===== src/rtl/decode_stage_if.sv =====
// -----------------------------------------------------------------------------
// decode_stage_if
// Purpose : bundles the fetch-side and register-read-side handshakes of the
//           decode stage, together with the decoded control bundle.
// Signals : in_valid/in_inst/in_ready   - instruction handshake from fetch
//           out_valid/out_ready         - bundle handshake to register read
//           DR,SA,SB                    - dest/source register addresses
//           IMM,OFF                     - sign-extended immediate / offset
//           MB,MD,LD,MW                 - B-mux imm, mem-to-reg, reg wr, mem wr
//           FS                          - ALU function
//           BS                          - branch select (3'b100 = none)
//           HALT, ILL                   - halt bundle, undefined opcode
// Modports: slave  - the decode stage itself
//           master - the surrounding fetch / downstream environment
// -----------------------------------------------------------------------------
interface decode_stage_if #(
    parameter int RW = 3,
    parameter int FW = 3,
    parameter int DW = 16
);
    localparam int INST_W = 4 + 3 * RW + FW;

    logic              in_valid;
    logic [INST_W-1:0] in_inst;
    logic              in_ready;
    logic              out_valid;
    logic              out_ready;
    logic [RW-1:0]     DR;
    logic [RW-1:0]     SA;
    logic [RW-1:0]     SB;
    logic [DW-1:0]     IMM;
    logic [DW-1:0]     OFF;
    logic              MB;
    logic              MD;
    logic              LD;
    logic              MW;
    logic [FW-1:0]     FS;
    logic [2:0]        BS;
    logic              HALT;
    logic              ILL;

    modport slave (
        input  in_valid, in_inst, out_ready,
        output in_ready, out_valid,
        output DR, SA, SB, IMM, OFF, MB, MD, LD, MW, FS, BS, HALT, ILL
    );

    modport master (
        output in_valid, in_inst, out_ready,
        input  in_ready, out_valid,
        input  DR, SA, SB, IMM, OFF, MB, MD, LD, MW, FS, BS, HALT, ILL
    );
endinterface


===== src/rtl/decode_stage.sv =====
// -----------------------------------------------------------------------------
// decode_stage
// Purpose : registered instruction-decode stage between fetch and register
//           read. Decodes one instruction per cycle into datapath controls and
//           holds up to two decoded bundles in a FIFO-ordered skid buffer.
//           Supports flush (taken branch), illegal-opcode flagging and a
//           sticky halt that stops further acceptance until reset.
// Ports   : clk     - clock, all state on rising edge
//           rst_n   - synchronous reset, active low
//           flush   - drop every held bundle and any same-cycle instruction
//           halted  - a HALT instruction has been accepted (sticky)
//           dec     - decode_stage_if.slave: handshakes + decoded bundle
// Instruction layout: {OP[3:0], RS, RT, RD, FUNCT}; raw immediate = {RD, FUNCT}
// -----------------------------------------------------------------------------
module decode_stage #(
    parameter int RW = 3,
    parameter int FW = 3,
    parameter int DW = 16
) (
    input  logic          clk,
    input  logic          rst_n,
    input  logic          flush,
    output logic          halted,
    decode_stage_if.slave dec
);
    localparam int INST_W = 4 + 3 * RW + FW;
    localparam int IW     = RW + FW;

    typedef enum logic [1:0] {
        EMPTY = 2'd0,
        ONE   = 2'd1,
        FULL  = 2'd2
    } cnt_e;

    typedef struct packed {
        logic [RW-1:0] dr;
        logic [RW-1:0] sa;
        logic [RW-1:0] sb;
        logic [DW-1:0] imm;
        logic [DW-1:0] off;
        logic          mb;
        logic          md;
        logic          ld;
        logic          mw;
        logic [FW-1:0] fs;
        logic [2:0]    bs;
        logic          halt;
        logic          ill;
    } bundle_t;

    function automatic logic [DW-1:0] sext(input logic [IW-1:0] raw);
        logic [DW-1:0] r;
        r         = {DW{raw[IW-1]}};
        r[IW-1:0] = raw;
        return r;
    endfunction

    function automatic bundle_t nop_bundle();
        bundle_t b;
        b    = '0;
        b.bs = 3'b100;
        return b;
    endfunction

    function automatic bundle_t decode(input logic [INST_W-1:0] inst);
        bundle_t       b;
        logic [3:0]    op;
        logic [RW-1:0] rs;
        logic [RW-1:0] rt;
        logic [RW-1:0] rd;
        logic [FW-1:0] funct;
        logic [IW-1:0] raw;
        op    = inst[INST_W-1 -: 4];
        rs    = inst[3*RW+FW-1 -: RW];
        rt    = inst[2*RW+FW-1 -: RW];
        rd    = inst[RW+FW-1 -: RW];
        funct = inst[FW-1:0];
        raw   = {rd, funct};
        b     = nop_bundle();
        b.imm = sext(raw);
        case (op)
            4'b0000: b.halt = (funct == FW'(1));
            4'b0010: begin
                b.dr = rt; b.sa = rs; b.mb = 1'b1; b.md = 1'b1; b.ld = 1'b1;
            end
            4'b0100: begin
                b.sa = rs; b.sb = rt; b.mb = 1'b1; b.mw = 1'b1;
            end
            4'b0101, 4'b0110, 4'b0111: begin
                b.dr = rt; b.sa = rs; b.mb = 1'b1; b.ld = 1'b1;
                if (op == 4'b0110) b.fs = FW'(5);
                if (op == 4'b0111) b.fs = FW'(6);
            end
            // Compare branches: ALU subtracts, low opcode bit picks the condition.
            4'b1000, 4'b1001: begin
                b.sa = rs; b.sb = rt; b.fs = FW'(1);
                b.bs = {2'b00, op[0]}; b.off = sext(raw);
            end
            4'b1010, 4'b1011: begin
                b.sa = rs; b.mb = 1'b1;
                b.bs = {2'b01, op[0]}; b.off = sext(raw); b.imm = '0;
            end
            4'b1111: begin
                b.dr = rd; b.sa = rs; b.sb = rt; b.fs = funct; b.ld = 1'b1;
            end
            default: b.ill = 1'b1;
        endcase
        return b;
    endfunction

    cnt_e    cnt_q;
    bundle_t head_q;
    bundle_t tail_q;
    logic    halted_q;
    logic    in_ready_q;

    bundle_t dec_d;
    logic    accept;
    logic    drain;
    logic    full_d;
    logic    halted_d;

    assign dec_d  = decode(dec.in_inst);
    // Flush wins over a same-cycle incoming instruction.
    assign accept = dec.in_valid && in_ready_q && !flush;
    assign drain  = (cnt_q != EMPTY) && dec.out_ready;

    // Next-cycle occupancy of two and next-cycle halt state drive the
    // registered in_ready, so out_ready never reaches in_ready combinationally.
    assign full_d   = ((cnt_q == ONE) && accept && !drain) ||
                      ((cnt_q == FULL) && !drain);
    assign halted_d = halted_q || (accept && dec_d.halt);

    always_ff @(posedge clk) begin
        if (!rst_n) begin
            cnt_q      <= EMPTY;
            head_q     <= nop_bundle();
            tail_q     <= nop_bundle();
            halted_q   <= 1'b0;
            in_ready_q <= 1'b0;
        end else if (flush) begin
            cnt_q      <= EMPTY;
            in_ready_q <= !halted_q;
        end else begin
            case (cnt_q)
                EMPTY: begin
                    if (accept) begin
                        head_q <= dec_d;
                        cnt_q  <= ONE;
                    end
                end
                ONE: begin
                    if (accept && drain) begin
                        head_q <= dec_d;
                    end else if (accept) begin
                        tail_q <= dec_d;
                        cnt_q  <= FULL;
                    end else if (drain) begin
                        cnt_q  <= EMPTY;
                    end
                end
                FULL: begin
                    // in_ready is low here, so only a drain can happen.
                    if (drain) begin
                        head_q <= tail_q;
                        cnt_q  <= ONE;
                    end
                end
                default: cnt_q <= EMPTY;
            endcase
            halted_q   <= halted_d;
            in_ready_q <= !halted_d && !full_d;
        end
    end

    assign halted        = halted_q;
    assign dec.in_ready  = in_ready_q;
    assign dec.out_valid = (cnt_q != EMPTY);
    assign dec.DR        = head_q.dr;
    assign dec.SA        = head_q.sa;
    assign dec.SB        = head_q.sb;
    assign dec.IMM       = head_q.imm;
    assign dec.OFF       = head_q.off;
    assign dec.MB        = head_q.mb;
    assign dec.MD        = head_q.md;
    assign dec.LD        = head_q.ld;
    assign dec.MW        = head_q.mw;
    assign dec.FS        = head_q.fs;
    assign dec.BS        = head_q.bs;
    assign dec.HALT      = head_q.halt;
    assign dec.ILL       = head_q.ill;
endmodule


===== src/flat_wrapper.sv =====
// flat-port wrapper written by rule: the top's interface ports become plain ports
module decode_stage_flat 
#(
    parameter int RW = 3,
    parameter int FW = 3,
    parameter int DW = 16
)
  (clk, rst_n, flush, halted, dec_in_valid, dec_in_inst, dec_out_ready, dec_in_ready, dec_out_valid, dec_DR, dec_SA, dec_SB, dec_IMM, dec_OFF, dec_MB, dec_MD, dec_LD, dec_MW, dec_FS, dec_BS, dec_HALT, dec_ILL);
  decode_stage_if #(.RW(RW), .FW(FW), .DW(DW)) dec_i ();
  input  logic clk;
  input  logic rst_n;
  input  logic flush;
  output logic halted;
  input wire logic [$bits(dec_i.in_valid)-1:0] dec_in_valid;
  input wire logic [$bits(dec_i.in_inst)-1:0] dec_in_inst;
  input wire logic [$bits(dec_i.out_ready)-1:0] dec_out_ready;
  output wire logic [$bits(dec_i.in_ready)-1:0] dec_in_ready;
  output wire logic [$bits(dec_i.out_valid)-1:0] dec_out_valid;
  output wire logic [$bits(dec_i.DR)-1:0] dec_DR;
  output wire logic [$bits(dec_i.SA)-1:0] dec_SA;
  output wire logic [$bits(dec_i.SB)-1:0] dec_SB;
  output wire logic [$bits(dec_i.IMM)-1:0] dec_IMM;
  output wire logic [$bits(dec_i.OFF)-1:0] dec_OFF;
  output wire logic [$bits(dec_i.MB)-1:0] dec_MB;
  output wire logic [$bits(dec_i.MD)-1:0] dec_MD;
  output wire logic [$bits(dec_i.LD)-1:0] dec_LD;
  output wire logic [$bits(dec_i.MW)-1:0] dec_MW;
  output wire logic [$bits(dec_i.FS)-1:0] dec_FS;
  output wire logic [$bits(dec_i.BS)-1:0] dec_BS;
  output wire logic [$bits(dec_i.HALT)-1:0] dec_HALT;
  output wire logic [$bits(dec_i.ILL)-1:0] dec_ILL;
  assign dec_i.in_valid = dec_in_valid;
  assign dec_i.in_inst = dec_in_inst;
  assign dec_i.out_ready = dec_out_ready;
  assign dec_in_ready = dec_i.in_ready;
  assign dec_out_valid = dec_i.out_valid;
  assign dec_DR = dec_i.DR;
  assign dec_SA = dec_i.SA;
  assign dec_SB = dec_i.SB;
  assign dec_IMM = dec_i.IMM;
  assign dec_OFF = dec_i.OFF;
  assign dec_MB = dec_i.MB;
  assign dec_MD = dec_i.MD;
  assign dec_LD = dec_i.LD;
  assign dec_MW = dec_i.MW;
  assign dec_FS = dec_i.FS;
  assign dec_BS = dec_i.BS;
  assign dec_HALT = dec_i.HALT;
  assign dec_ILL = dec_i.ILL;
  decode_stage #(.RW(RW), .FW(FW), .DW(DW)) u_core (.clk(clk), .rst_n(rst_n), .flush(flush), .halted(halted), .dec(dec_i));
endmodule

===== config.mk =====
export PLATFORM = sky130hd
export DESIGN_NAME = decode_stage_flat
export DESIGN_NICKNAME = d
export VERILOG_FILES = /design/src/rtl/decode_stage_if.sv /design/src/rtl/decode_stage.sv /design/src/flat_wrapper.sv
export SDC_FILE = /design/constraint.sdc
export NUM_CORES = 1
export LEC_CHECK = 0
export ABC_AREA = 0
export BUFFER_PORTS_ARGS = -buffer_cell sky130_fd_sc_hd__buf_4
export CORE_MARGIN = 2
export CORE_UTILIZATION = 30
export CTS_CLUSTER_SIZE = 25
export DETAILED_ROUTE_END_ITERATION = 12
export GPL_ROUTABILITY_DRIVEN = 0
export GPL_TIMING_DRIVEN = 1
export HOLD_SLACK_MARGIN = 0.12
export PLACE_DENSITY = 0.6
export SLEW_MARGIN = 20
export SYNTH_ARGS = -nofsm -noshare
export SYNTH_HDL_FRONTEND = slang
export SYNTH_SLANG_ARGS = --single-unit

===== constraint.sdc =====
create_clock -name clk -period 2.2 [get_ports clk]
set_clock_uncertainty 0.05 [all_clocks]
set_input_delay 0.33 -clock clk [delete_from_list [all_inputs] [get_ports clk]]
set_output_delay 0.33 -clock clk [all_outputs]
set_load 0.01 [all_outputs]

Word level (Yosys, flattened, before mapping)
Cells that the tools add are included.

Eq/ne operators: 18. Muxes and demuxes: 26. Bitwise operators: 3. Reductions and logical operators: 34.

Operators with widths (count): 53-bit two-way mux (3); 53-bit one-hot mux with 3 select lines (1); 16-bit two-way mux (2); 4-bit equality test (second input constant) (5); 4-bit by 3-bit equality test with 1-bit output (second input constant) (4); 3-bit two-way mux (4); 3-bit one-hot mux with 2 select lines (2); 4-bit OR reduction (3); 11-bit OR reduction (1); 2-bit two-way mux (5); 10-bit OR reduction (1); 1-bit logical AND (9); 3-bit one-hot mux with 3 select lines (1); 4-bit AND reduction (2); 1-bit two-way mux (7); 7-bit OR reduction (1); 2-bit one-hot mux with 3 select lines (1); 2-bit OR reduction (3); 1-bit logical NOT (5); 5-bit AND reduction (1); 5-bit OR reduction (1); 4-bit by 2-bit equality test with 1-bit output (second input constant) (1); 4-bit logical NOT (1); 2-bit by 1-bit != test with 1-bit output (second input constant) (2); 11 further kinds (15).

Bits in registers: 110. Bits of input ports: 21. Output and inout port bits: 56. Word-level logic and storage cells: 110.

Longest topological paths before layout
Depth after elaboration: 8. Mapped depth: 7. Gate-level depth less buffers: 4.

Least setup slack after synthesis
No wires, ideal clock.

Kind: reg-to-reg. From: register u_core.in_ready_q, in the netlist u_core.dec.in_ready. To: register u_core.in_ready_q, in the netlist u_core.dec.in_ready. Arrival time: 1.362 ns. Slack: 0.672 ns. Cell stages (with the launch flop): 6. Buffers on the path: 1. Clock period less this slack: 1.528 ns. Cell sequence: dfxtp_1 > nand3b_4 > nor3_4 > buf_6 > nor2_2 > o211a_1.

Longest elaborated chain between the ends: 8. Elaborated cells between the ends (all ways): 11.

Ends and longest elaborated chain: start, declared (RTL line decode_stage.sv:115) `logic in_ready_q;`; start signal, assigned (RTL line decode_stage.sv:143) `in_ready_q <= !halted_q;`; start signal, assigned (RTL line decode_stage.sv:172) `in_ready_q <= !halted_d && !full_d;`; 1-bit logical AND (*) (2 in a row) (RTL line decode_stage.sv:125) `assign accept = dec.in_valid && in_ready_q && !flush;`; 1-bit logical AND (2 in a row) (RTL line decode_stage.sv:130) `assign full_d = ((cnt_q == ONE) && accept && !drain) ||`; 1-bit logical OR (RTL line decode_stage.sv:130); 1-bit logical NOT (RTL line decode_stage.sv:172); 1-bit logical AND (*) (RTL line decode_stage.sv:172); 1-bit two-way mux (*) (RTL line decode_stage.sv:141) `end else if (flush) begin`.

Every way passes the cells marked *; elsewhere a longest branch is shown, timed or not. A chain may end at the register's enable or synchronous reset.

Worst setup path in the final report
From: register u_core.in_ready_q, in the netlist u_core.dec.in_ready. To: register u_core.tail_q[1] in the netlist's numbering.

Longest elaborated chain between the ends: 5.

Ends and longest elaborated chain: 1-bit logical AND (*) (2 in a row) (RTL line decode_stage.sv:125); 1-bit logical AND (RTL line decode_stage.sv:153) `if (accept && drain) begin`; 1-bit inverter (no source line); 4-bit AND reduction (no source line) (*); end signal, assigned (RTL line decode_stage.sv:138) `tail_q <= nop_bundle();`; end, declared (RTL line decode_stage.sv:113) `bundle_t tail_q;`.

Marks and branches as above.

==> impl_metrics.yaml <==
outcome:
  status: "finished, final reports clean"
cts:
  cts_root_buf: "clkbuf_16"
  hold_buffers: 0
  clk_latency_ns: 0.33
  cts_setup_buffers: 0
  path_clk_slew_ns: 0.06
  clock_path_buffers: 2
  cts.sinks: 70
  cts_made_buffers: 9
  postCtsResizedCells: 0
  cts_tree: "built"
  htreeDepth: 3
timing:
  slew_viol_final: 0
  maxSlewHeadroom: 0.5489
  max_freq_mhz: 548.4
  whs_ns: 0.1753
  tightestPinTransition_ns: 0.6767
  rsz0062_at_grt: "false"
  tns_ns: 0
  finalHoldViolCount: 0
  worst_slack_ns: 0.3764
  period_share: 0.8289
  period_minus_slack_ns: 1.824
  setup_viol: 0
placement:
  post-dp-hpwl_um: 5648
  io_buffers: 76
  dp_slack_ns: 0.2483
yosys:
  synth_warnings: 0
  ys.flop_type: "dfxtp_1"
  synth-edff-count: 0
  synth_cell_types: 50
  ys_seq_area_frac: 0.4061
  ys_ff_latch: 70
  async_reset_ff_frac: 0
  avgSynthCellArea_sq_um: 8.542
  syn_nets: 425
  synth_area_sq_um: 3451
  netlist_instances: 404
final_layout:
  nNetsFinal: 461
  syn2layout_area_growth_pct: 22.08
  antenna_cells: 0
  drive_gt1_frac: 0.2315
detailed_routing:
  drc: 0
  post_drt_wl_per_cell_um: 15.01
  finalWirelength_um: 8826
  antenna_left: 0
  vias: 2977
  avgViaCountPerCell: 5.063
  first_iter_violations: 191
  dr.pass1.iters: 4
floorplanning:
  die_area_sq_um: 12380
  die_w_um: 111.3
  row_count: 39
  initial_core_util: 0.3048
  pin_count: 77
  coreArea_sq_um: 11320
  die_h_um: 111.3
power:
  p_leak_nw: 1.754
  p_per_area_nw_per_um2: 717.7
  peakVddDrop_mv: 0.2884
critical_path:
  path_max_fanout: 18
  required_ns: 2.36
  timing_worst_setup_path_type: "reg2reg"
  crit_slowest_cell: "or3_1"
  crit_path_end_kind: "flop"
  critPathMaxStageDelay_ns: 0.66
  cp_cell_sequence: "nand3b_4 > or3_1 > buf_4 > nand2_1 > a21boi_0"
  critPathArrivalTime_ns: 1.98
  startpoint_type: "flop"
global_route:
  grt_pass1_vias: 2797
  grt_antenna_before_repair: 0
  grt_use_total: 0.1435
  grt_start_max_net_pins: 77
  grt_pass1_wl_um: 14560
  overflow: 0
hold_path:
  holdCritPathClass: "in2reg"
run:
  maxCapViolations: 0
[per-stage QoR]
step	power (mW)	utilization	cell area, sq um	std cells
2_1_floorplan	1.546	-	3451	404
3_3_place_gp	1.664	0.3467	3925	572
3_5_place_dp	1.670	0.3467	3925	572
4_1_cts	3.054	0.3721	4213	588
5_1_grt	3.143	0.3721	4213	588
6_report	3.024	0.3721	4213	588
[flip-flops by register name, summed over array words and instances, names as in the netlist, 2 cells and up]
| name | count |
|---|---|
| u_core.tail_q | 33 |
| u_core.dec.IMM | 6 |
| u_core.dec.OFF | 6 |
| u_core.dec.BS | 3 |
| u_core.dec.DR | 3 |
| u_core.dec.FS | 3 |
| u_core.dec.SA | 3 |
| u_core.dec.SB | 3 |
| u_core.cnt_q | 2 |
[power breakdown]
part | switching [mW] | total [mW] | internal, mW
clock network | 0.532 | 1.38 | 0.852
logic | 0.170 | 0.322 | 0.152
registers | 0.0200 | 1.32 | 1.30
total | 0.722 | 3.02 | 2.30
[logic make-up (layout without fill, tap and decap cells)]
kind of cell,count (synthesis),in the layout,synth area share
compound gates,104,104,0.2205
xor+xnor,3,3,0.007616
buf+inv,60,101,0.1066
flops,70,70,0.4061
mux,8,8,0.02321
simple gates,159,159,0.2360
[layout make-up]
type	count	area [sq um]
Clock inverter	3	17.52
Timing Repair Buffer	82	640.6
Multi-Input combinational cell	274	1693
Sequential cell	70	1401
Fill cell	1188	7108
Tap cell	143	178.9
Clock buffer	13	270.3
Inverter	3	11.26
[placed cells by master (no fill, tap or decap), types with 2 or more instances in the layout]
cell type / Yosys / routed
nor2b_1: 9 / 9
clkinv_2: 0 / 2
o21ai_0: 13 / 13
a31oi_1: 11 / 11
buf_12: 0 / 2
xnor2_1: 2 / 2
nor4b_1: 2 / 2
buf_4: 23 / 80
and4_1: 2 / 2
and3_1: 4 / 4
nand3b_1: 6 / 6
nand2_1: 70 / 70
a21oi_1: 7 / 7
nand2b_1: 3 / 3
dfxtp_1: 70 / 70
and2_1: 7 / 7
a221oi_1: 6 / 6
o22ai_1: 5 / 5
mux2i_1: 8 / 8
o211a_1: 13 / 13
a21boi_0: 4 / 4
a22o_1: 3 / 3
inv_1: 3 / 3
o211ai_1: 10 / 10
a2bb2oi_1: 3 / 3
clkbuf_8: 0 / 3
nor3b_1: 7 / 7
nand3_1: 31 / 31
nand4_1: 2 / 2
nor2_1: 8 / 8
clkbuf_16: 0 / 9
o21ai_1: 6 / 6
a21boi_1: 16 / 16
[worst max-delay path, delay by kind of cell (launching register included)]
family	cells	cell delay, ns
AND/OR/NAND/NOR	3	0.86
flip-flops	1	0.40
buffers and inverters	1	0.30
AO/OA/AOI/OAI	1	0.08
[routing by layer]
metal / share of wire / track usage / vias to the layer above / routed length (um)
met1: 0.47 / 0.1967 / 1408 / 4151
li1: - / - / 1483 / -
met4: 0.0093 / 0.03457 / 0 / 82
met5: 0 / 0 / - / 0
met2: 0.47 / 0.2232 / 76 / 4155
met3: 0.049 / 0.04155 / 10 / 436
[worst paths after layout]
path / from / endpoint / slack [ns] / cells after the start
setup / recovery: u_core.dec.in_ready / u_core.tail_q[1] / 0.38 / 5
hold / removal: flush / u_core.cnt_q[1] / 0.18 / 2
setup reg to reg: u_core.dec.in_ready / u_core.tail_q[1] / 0.38 / 5
hold reg to reg: u_core.tail_q[45] / u_core.tail_q[45] / 0.40 / 2
[Yosys cell counts, types with 2 or more instances]
master | count | area [sq um]
a21boi_0 | 4 | 30.03
a21boi_1 | 16 | 120.1
a21oi_1 | 7 | 35.03
a221oi_1 | 6 | 52.55
a22o_1 | 3 | 26.28
a2bb2oi_1 | 3 | 26.28
a31oi_1 | 11 | 68.82
and2_1 | 7 | 43.79
and3_1 | 4 | 25.02
and4_1 | 2 | 17.52
buf_1 | 3 | 11.26
buf_2 | 14 | 70.07
buf_4 | 23 | 172.7
buf_6 | 5 | 56.30
clkbuf_1 | 11 | 41.29
dfxtp_1 | 70 | 1401
inv_1 | 3 | 11.26
mux2i_1 | 8 | 80.08
nand2_1 | 70 | 262.8
nand2b_1 | 3 | 18.77
nand3_1 | 31 | 155.2
nand3b_1 | 6 | 45.04
nand4_1 | 2 | 12.51
nor2_1 | 8 | 30.03
nor2b_1 | 9 | 56.30
nor3b_1 | 7 | 52.55
nor4b_1 | 2 | 17.52
o211a_1 | 13 | 130.1
o211ai_1 | 10 | 75.07
o21ai_0 | 13 | 65.06
o21ai_1 | 6 | 30.03
o22ai_1 | 5 | 31.28
xnor2_1 | 2 | 17.52
Power figures use the tool's default switching activity.
